==> config.mk <==
export PLATFORM = sky130hd
export DESIGN_NAME = board_fsm
export DESIGN_NICKNAME = d
export VERILOG_FILES = /design/src/rtl/board_fsm.sv
export SDC_FILE = /design/constraint.sdc
export NUM_CORES = 2
export LEC_CHECK = 0
export CORE_UTILIZATION = 30
export DETAILED_ROUTE_END_ITERATION = 6
export SLEW_MARGIN = 20
export SYNTH_ARGS = -nofsm -noshare
export SYNTH_HDL_FRONTEND = slang
export SYNTH_SLANG_ARGS = --single-unit
==> constraint.sdc <==
create_clock -name clk -period 5.1 [get_ports clk]
set_input_delay 1.02 -clock clk [delete_from_list [all_inputs] [get_ports clk]]
set_output_delay 1.02 -clock clk [all_outputs]
set_load 0.05 [all_outputs]
==> src/rtl/board_fsm.sv <==
// Tetris board controller for a vertical bar piece.
// Holds the per-cell colour store, sequences clear/spawn/paint/erase/lock,
// applies gravity and left/right moves, and streams one plot pixel per cycle
// to the VGA plotter through registered X/Y/colour/wren outputs.
module board_fsm #(
  parameter int BOARD_W   = 10,
  parameter int BOARD_H   = 20,
  parameter int CELL_PX   = 4,
  parameter int COLOUR_W  = 6,
  parameter int PIECE_LEN = 3,
  parameter int SPAWN_COL = 4,
  parameter int X_ORIGIN  = 0,
  parameter int Y_ORIGIN  = 0,
  parameter int FALL_DIV  = 25000000
) (
  input  logic                clk,
  input  logic                reset,
  input  logic                go,
  input  logic                left,
  input  logic                right,
  input  logic [COLOUR_W-1:0] piece_colour,
  output logic [7:0]          X,
  output logic [6:0]          Y,
  output logic [COLOUR_W-1:0] colour,
  output logic                wren,
  output logic                busy,
  output logic                game_over
);

  localparam int CW = $clog2(BOARD_W + 1);
  localparam int RW = $clog2(BOARD_H + 1);
  localparam int PW = $clog2(CELL_PX + 1);
  localparam int KW = $clog2(PIECE_LEN + 1);
  localparam int FW = $clog2(FALL_DIV + 1);

  typedef enum logic [2:0] {
    S_IDLE, S_CLEAR, S_SPAWN, S_PAINT, S_WAIT, S_ERASE, S_LOCK, S_OVER
  } state_t;

  typedef enum logic [1:0] {MV_FALL, MV_LEFT, MV_RIGHT} move_t;

  state_t              state_q, state_d;
  move_t               mv_q, mv_d;
  logic [PW-1:0]       px_q, px_d, py_q, py_d, px_nx, py_nx;
  logic [KW-1:0]       k_q, k_d;
  logic [CW-1:0]       cc_q, cc_d;
  logic [RW-1:0]       cr_q, cr_d;
  logic [FW-1:0]       fall_cnt_q, fall_cnt_d;
  logic                pend_q, pend_d;
  logic [7:0]          x_q, x_d;
  logic [6:0]          y_q, y_d;
  logic [COLOUR_W-1:0] colour_q, colour_d;
  logic                wren_q, wren_d;

  // Piece position, latched piece colour and the board store.
  logic [CW-1:0]       col_q;
  logic [RW-1:0]       row_q;
  logic [COLOUR_W-1:0] pcol_q;
  logic [COLOUR_W-1:0] board_q [BOARD_H][BOARD_W];

  logic px_last, py_last, cell_done;
  logic occ_l, occ_r, occ_below, spawn_blk;
  logic left_ok, right_ok, fall_ok;
  logic fall_en, tick, pend_svc;
  logic spawn_go, apply_mv, lock_we, clr_we;

  assign px_last   = (px_q == PW'(CELL_PX - 1));
  assign py_last   = (py_q == PW'(CELL_PX - 1));
  assign cell_done = px_last && py_last;

  // Collision scan against the board as it stands at the start of the cycle.
  always_comb begin
    occ_l     = 1'b0;
    occ_r     = 1'b0;
    occ_below = 1'b0;
    spawn_blk = 1'b0;
    for (int r = 0; r < BOARD_H; r++) begin
      for (int c = 0; c < BOARD_W; c++) begin
        if (board_q[r][c] != '0) begin
          if (r >= int'(row_q) && r < int'(row_q) + PIECE_LEN) begin
            if (c == int'(col_q) - 1) occ_l = 1'b1;
            if (c == int'(col_q) + 1) occ_r = 1'b1;
          end
          if (r == int'(row_q) + PIECE_LEN && c == int'(col_q)) occ_below = 1'b1;
          if (c == SPAWN_COL && r < PIECE_LEN) spawn_blk = 1'b1;
        end
      end
    end
  end

  assign left_ok  = (col_q != '0) && !occ_l;
  assign right_ok = (int'(col_q) < BOARD_W - 1) && !occ_r;
  assign fall_ok  = (int'(row_q) + PIECE_LEN < BOARD_H) && !occ_below;

  // Next-state, pixel sequencing and registered-plot-output decode.
  always_comb begin
    state_d  = state_q;
    mv_d     = mv_q;
    px_d     = px_q;
    py_d     = py_q;
    k_d      = k_q;
    cc_d     = cc_q;
    cr_d     = cr_q;
    x_d      = x_q;
    y_d      = y_q;
    colour_d = colour_q;
    wren_d   = 1'b0;
    spawn_go = 1'b0;
    apply_mv = 1'b0;
    lock_we  = 1'b0;
    clr_we   = 1'b0;
    pend_svc = 1'b0;
    px_nx    = px_last ? '0 : px_q + PW'(1);
    py_nx    = px_last ? (py_last ? '0 : py_q + PW'(1)) : py_q;
    case (state_q)
      S_IDLE, S_OVER: begin
        if (go) begin
          state_d = S_CLEAR;
          px_d    = '0;
          py_d    = '0;
          cc_d    = '0;
          cr_d    = '0;
        end
      end
      S_CLEAR: begin
        wren_d   = 1'b1;
        clr_we   = 1'b1;
        x_d      = 8'(X_ORIGIN + int'(cc_q) * CELL_PX + int'(px_q));
        y_d      = 7'(Y_ORIGIN + int'(cr_q) * CELL_PX + int'(py_q));
        colour_d = '0;
        px_d     = px_nx;
        py_d     = py_nx;
        if (cell_done) begin
          if (cc_q == CW'(BOARD_W - 1)) begin
            cc_d = '0;
            if (cr_q == RW'(BOARD_H - 1)) begin
              cr_d    = '0;
              state_d = S_SPAWN;
            end else begin
              cr_d = cr_q + RW'(1);
            end
          end else begin
            cc_d = cc_q + CW'(1);
          end
        end
      end
      S_SPAWN: begin
        if (spawn_blk) begin
          state_d = S_OVER;
        end else begin
          spawn_go = 1'b1;
          state_d  = S_PAINT;
          k_d      = '0;
          px_d     = '0;
          py_d     = '0;
        end
      end
      S_PAINT, S_ERASE: begin
        wren_d   = 1'b1;
        x_d      = 8'(X_ORIGIN + int'(col_q) * CELL_PX + int'(px_q));
        y_d      = 7'(Y_ORIGIN + (int'(row_q) + int'(k_q)) * CELL_PX + int'(py_q));
        colour_d = (state_q == S_PAINT) ? pcol_q : '0;
        px_d     = px_nx;
        py_d     = py_nx;
        if (cell_done) begin
          if (k_q == KW'(PIECE_LEN - 1)) begin
            k_d = '0;
            if (state_q == S_PAINT) begin
              state_d = S_WAIT;
            end else begin
              state_d  = S_PAINT;
              apply_mv = 1'b1;
            end
          end else begin
            k_d = k_q + KW'(1);
          end
        end
      end
      S_WAIT: begin
        if (left ^ right) begin
          // An illegal move is simply dropped; gravity gets the next cycle.
          if ((left && left_ok) || (right && right_ok)) begin
            mv_d    = left ? MV_LEFT : MV_RIGHT;
            state_d = S_ERASE;
            k_d     = '0;
            px_d    = '0;
            py_d    = '0;
          end
        end else if (pend_q) begin
          pend_svc = 1'b1;
          if (fall_ok) begin
            mv_d    = MV_FALL;
            state_d = S_ERASE;
            k_d     = '0;
            px_d    = '0;
            py_d    = '0;
          end else begin
            state_d = S_LOCK;
            k_d     = '0;
          end
        end
      end
      S_LOCK: begin
        lock_we = 1'b1;
        if (k_q == KW'(PIECE_LEN - 1)) begin
          k_d     = '0;
          state_d = S_SPAWN;
        end else begin
          k_d = k_q + KW'(1);
        end
      end
      default: state_d = S_IDLE;
    endcase
  end

  // Gravity timer; a tick while a fall is already pending is absorbed.
  always_comb begin
    fall_en    = (state_q != S_IDLE) && (state_q != S_OVER);
    tick       = fall_en && (fall_cnt_q == FW'(FALL_DIV - 1));
    fall_cnt_d = fall_cnt_q;
    if (tick)         fall_cnt_d = '0;
    else if (fall_en) fall_cnt_d = fall_cnt_q + FW'(1);
    pend_d = pend_q;
    if (tick)          pend_d = 1'b1;
    else if (pend_svc) pend_d = 1'b0;
  end

  // Control and plot-output registers.
  always_ff @(posedge clk) begin
    if (reset) begin
      state_q    <= S_IDLE;
      mv_q       <= MV_FALL;
      px_q       <= '0;
      py_q       <= '0;
      k_q        <= '0;
      cc_q       <= '0;
      cr_q       <= '0;
      fall_cnt_q <= '0;
      pend_q     <= 1'b0;
      x_q        <= '0;
      y_q        <= '0;
      colour_q   <= '0;
      wren_q     <= 1'b0;
    end else begin
      state_q    <= state_d;
      mv_q       <= mv_d;
      px_q       <= px_d;
      py_q       <= py_d;
      k_q        <= k_d;
      cc_q       <= cc_d;
      cr_q       <= cr_d;
      fall_cnt_q <= fall_cnt_d;
      pend_q     <= pend_d;
      x_q        <= x_d;
      y_q        <= y_d;
      colour_q   <= colour_d;
      wren_q     <= wren_d;
    end
  end

  // Piece position/colour updates and board writes (clear and lock).
  always_ff @(posedge clk) begin
    if (spawn_go) begin
      col_q  <= CW'(SPAWN_COL);
      row_q  <= '0;
      pcol_q <= (piece_colour == '0) ? '1 : piece_colour;
    end
    if (apply_mv) begin
      case (mv_q)
        MV_LEFT:  col_q <= col_q - CW'(1);
        MV_RIGHT: col_q <= col_q + CW'(1);
        default:  row_q <= row_q + RW'(1);
      endcase
    end
    for (int r = 0; r < BOARD_H; r++) begin
      for (int c = 0; c < BOARD_W; c++) begin
        if (clr_we && int'(cr_q) == r && int'(cc_q) == c)
          board_q[r][c] <= '0;
        else if (lock_we && int'(row_q) + int'(k_q) == r && int'(col_q) == c)
          board_q[r][c] <= pcol_q;
      end
    end
  end

  assign X         = x_q;
  assign Y         = y_q;
  assign colour    = colour_q;
  assign wren      = wren_q;
  assign busy      = !((state_q == S_IDLE) || (state_q == S_WAIT) || (state_q == S_OVER));
  assign game_over = (state_q == S_OVER);

endmodule
==> run summary <==
===========================================================================================
Highest net fanout along the worst path                                                  17
Max Clock Freq                                                                      207 MHz
Final TNS setup                                                                        0 ps
Detailed-route wire length                                                           187 mm
Standby leakage power                                                               23.1 nW
Max Clock Skew                                                                      41.1 ps
Portion of total power attributed to the clock network                                0.400
Clock tree from TritonCTS                                                             built
Global-route wire length before repair                                               272 mm
Starting density of the core                                                          0.302
Peak ir drop on the vdd network                                                  0.000429 V
Unique masters post-synth                                                                93
Full die area                                                                    198000 µm²
Clock latency of the later-clocked register in the worst-skew pair                   790 ps
Total setup buffers inserted after CTS                                                    0
Final number of max-transition violations                                                 0
Proportion of layout cells with a drive suffix above 1                               0.0876
Part of the total power dissipated in combinational logic                             0.124
Max-slew headroom                                                                     0.217
Async S/R FF share, synth                                                                 0
Prevailing post-synth register cell                                            sky130_fd_sc_hd__edfxtp_1
Post-cts hold buffer count                                                                0
Clock buffers created by TritonCTS                                                      140
Pin count of the biggest net entering global routing                                    111
Vias in the first global route                                                        40100
H-tree depth                                                                              4
Syn Area/Cell                                                                      11.3 µm²
Crit start category                                                                register
Critical R2R Capture                                                                py_q[1]
Post-Place Cells                                                                       7541
Endpoints failing setup                                                                   0
Maximum root-to-sink buffer count                                                         3
P per Cell Area                                                                  365 nW/µm²
Critical path startpoint                                                           col_q[1]
Synth Cell Area                                                                   58800 µm²
Sequential share of power                                                             0.476
Required arrival time at the worst endpoint                                         5810 ps
Boundary pin count                                                                       35
Start point of the worst hold path                                                     X[6]
Post-synthesis register bit count                                                      1284
DR pass1 iterations                                                                       7
DIE HEIGHT                                                                           445 µm
GRT Residual Overflow                                                                     0
Number of nets in the synthesized netlist                                              5240
Launching point of the worst reg2reg path                                          col_q[1]
Last element of the critical path                                                   py_q[1]
Via density per instance                                                               5.52
Die span in x                                                                        445 µm
Cell at the root of the clock tree                                             sky130_fd_sc_hd__clkbuf_16
WP data arrival                                                                     5540 ps
Final worst path period share                                                         0.947
Final count of hold timing violations                                                     0
Count of instances resized after the clock tree is built                                  0
Cells on worst reg2reg path                                                              12
Total number of placement rows                                                          162
Commonest cells after routing, fill and taps aside                             sky130_fd_sc_hd__edfxtp_1, sky130_fd_sc_hd__and3_1, sky130_fd_sc_hd__nor2_1, sky130_fd_sc_hd__nand2_1, sky130_fd_sc_hd__a21oi_1
Warnings, synthesis                                                                       0
Final non-filler cell total                                                            7798
Least-Margin Pin Slew                                                               1170 ps
Number of design-rule violations left by the first detailed-router iteration           5338
R2R setup slack                                                                      270 ps
Final HPWL DP                                                                        122 mm
Crit Path Class                                                                register to register
Antenna Nets Post-Route                                                                   0
Final weighted congestion of routability-driven global placement                       1.01
Residual DRC count                                                                        4
Fraction of power spent switching nets                                                0.268
Port bufs                                                                                33
Internal cell power                                                                0.0178 W
Violated checks                                                                         DRC
Area Overhead vs Synth                                                                13.5%
Antenna violations before repair                                                          6
Most common cell after layout, fill and taps aside                             sky130_fd_sc_hd__edfxtp_1
Gate count of the mapped netlist                                                       5200
Net count, final                                                                       5099
CTS sink count                                                                         1284
Post-detailed-route wirelength per cell                                             24.0 µm
Result of the run                                                              finished with violations
CTS clk-pin slew, worst paths                                                         60 ps
Number of max-capacitance violations reported                                             0
GRT Util Overall                                                                      0.184
Design Power                                                                       0.0243 W
Worst Setup End Kind                                                               register
Minimum clock period                                                                4830 ps
RSZ-0062 raised after global routing                                                     no
DR vias                                                                               43000
Placeable core area                                                              195000 µm²
Number of synthesized flops with an enable pin                                         1206
Sequential share of the synthesized area                                              0.643
Switching Power                                                                   0.00653 W
Worst hold path class                                                          register to register
===========================================================================================
## cells in the mapped netlist, drive strengths merged, types with 6 or more instances
| cell | count | area share |
|---|---|---|
| nor3 | 42 | 0.0037 |
| a22o | 7 | 0.0010 |
| mux2i | 6 | 0.0010 |
| a41oi | 13 | 0.0019 |
| or3 | 9 | 0.00096 |
| xnor2 | 20 | 0.0030 |
| a2111oi | 42 | 0.0066 |
| edfxtp | 1206 | 0.62 |
| or4b | 6 | 0.0010 |
| nor2b | 13 | 0.0014 |
| o31ai | 6 | 0.00077 |
| a31oi | 40 | 0.0043 |
| dfxtp | 78 | 0.027 |
| or4 | 7 | 0.00096 |
| o211ai | 7 | 0.00089 |
| a2bb2oi | 7 | 0.0010 |
| nand4 | 18 | 0.0020 |
| inv | 27 | 0.0017 |
| and3 | 972 | 0.10 |
| xor2 | 21 | 0.0031 |
| a21o | 6 | 0.00077 |
| o21ai | 202 | 0.017 |
| nand2b | 25 | 0.0027 |
| a211oi | 18 | 0.0023 |
| nor2 | 568 | 0.036 |
| buf | 63 | 0.0059 |
| ha | 27 | 0.0057 |
| and2 | 8 | 0.00085 |
| nor4 | 211 | 0.023 |
| a221oi | 24 | 0.0036 |
| o22ai | 53 | 0.0056 |
| nand3 | 54 | 0.0046 |
| clkbuf | 456 | 0.029 |
| a21oi | 301 | 0.026 |
| nand2 | 462 | 0.030 |
| a22oi | 84 | 0.011 |
## per-stage QoR
step	utilization	worst slack (ps)	hold WS [ps]	cell area, µm²
after floorplan	-	1290	445	58800
after global placement	0.320	339	445	62400
after detailed placement	0.320	412	444	62400
after CTS	0.343	399	452	66700
after global routing	0.343	136	476	66700
final	0.343	271	450	66700
## cell type report
type | instances | area (µm²)
Antenna cell | 4 | 10.0
Clock inverter | 75 | 568
Tap cell | 2624 | 3280
Timing Repair Buffer | 236 | 2150
Multi-Input combinational cell | 3370 | 19100
Inverter | 27 | 101
Clock buffer | 178 | 3770
Fill cell | 19100 | 128000
Sequential cell | 1284 | 37800
## cell families after synthesis
logic type / share of synthesized area
XOR/XNOR: 0.00611
buffers and inverters: 0.0368
AO/OA/AOI/OAI: 0.0910
flip-flops: 0.643
other: 0.0000638
AND/OR/NAND/NOR: 0.216
multiplexers: 0.00141
adder cells (fa/ha/maj): 0.00643
## metal layers
| metal | GRT usage | vias up | part of all wire |
|---|---|---|---|
| li1 | - | 19200 | - |
| met3 | 0.0345 | 402 | 0.089 |
| met1 | 0.249 | 21400 | 0.42 |
| met4 | 0.0748 | 2 | 0.039 |
| met2 | 0.290 | 2098 | 0.46 |
| met5 | 0 | - | 0.000069 |
## critical path, cell delays in order, from the launching register on
cell	delay, ps
sky130_fd_sc_hd__dfxtp_1	720
sky130_fd_sc_hd__or4bb_1	310
sky130_fd_sc_hd__buf_4	300
sky130_fd_sc_hd__buf_4	330
sky130_fd_sc_hd__a21oi_1	90
sky130_fd_sc_hd__a2111oi_0	550
sky130_fd_sc_hd__a311oi_1	340
sky130_fd_sc_hd__nor3_1	550
sky130_fd_sc_hd__nand4_1	340
sky130_fd_sc_hd__nor3_1	440
sky130_fd_sc_hd__o21ai_1	250
sky130_fd_sc_hd__nor3_1	330
sky130_fd_sc_hd__mux2i_1	210
## flip-flops by register name, indices dropped and copies added (netlist names)
name,count
cr_q,5
py_q,3
wren,1
pend_q,1
pcol_q,6
k_q,2
row_q,5
board_q,1200
state_q,3
col_q,4
px_q,3
fall_cnt_q,25
X,7
cc_q,4
mv_q,2
Y,7
colour,6
## power groups by stage
stage | combinational (W) | sequential, W | clock, W
final | 0.00303 | 0.0116 | 0.00974
after floorplan | 0.00166 | 0.0118 | 0
after CTS | 0.00295 | 0.0116 | 0.00985
after global routing | 0.00313 | 0.0116 | 0.0102
after detailed placement | 0.00293 | 0.0118 | 0
after global placement | 0.00292 | 0.0118 | 0
## worst min path at each step
stage,to,slack [ps],cells after the start
floorplan,pend_q,440,2
global placement,X[4],440,2
detailed placement,X[6],440,2
CTS,X[6],450,2
global route,Y[1],480,2
finish,X[6],450,2
Power figures use the tool's default switching activity.
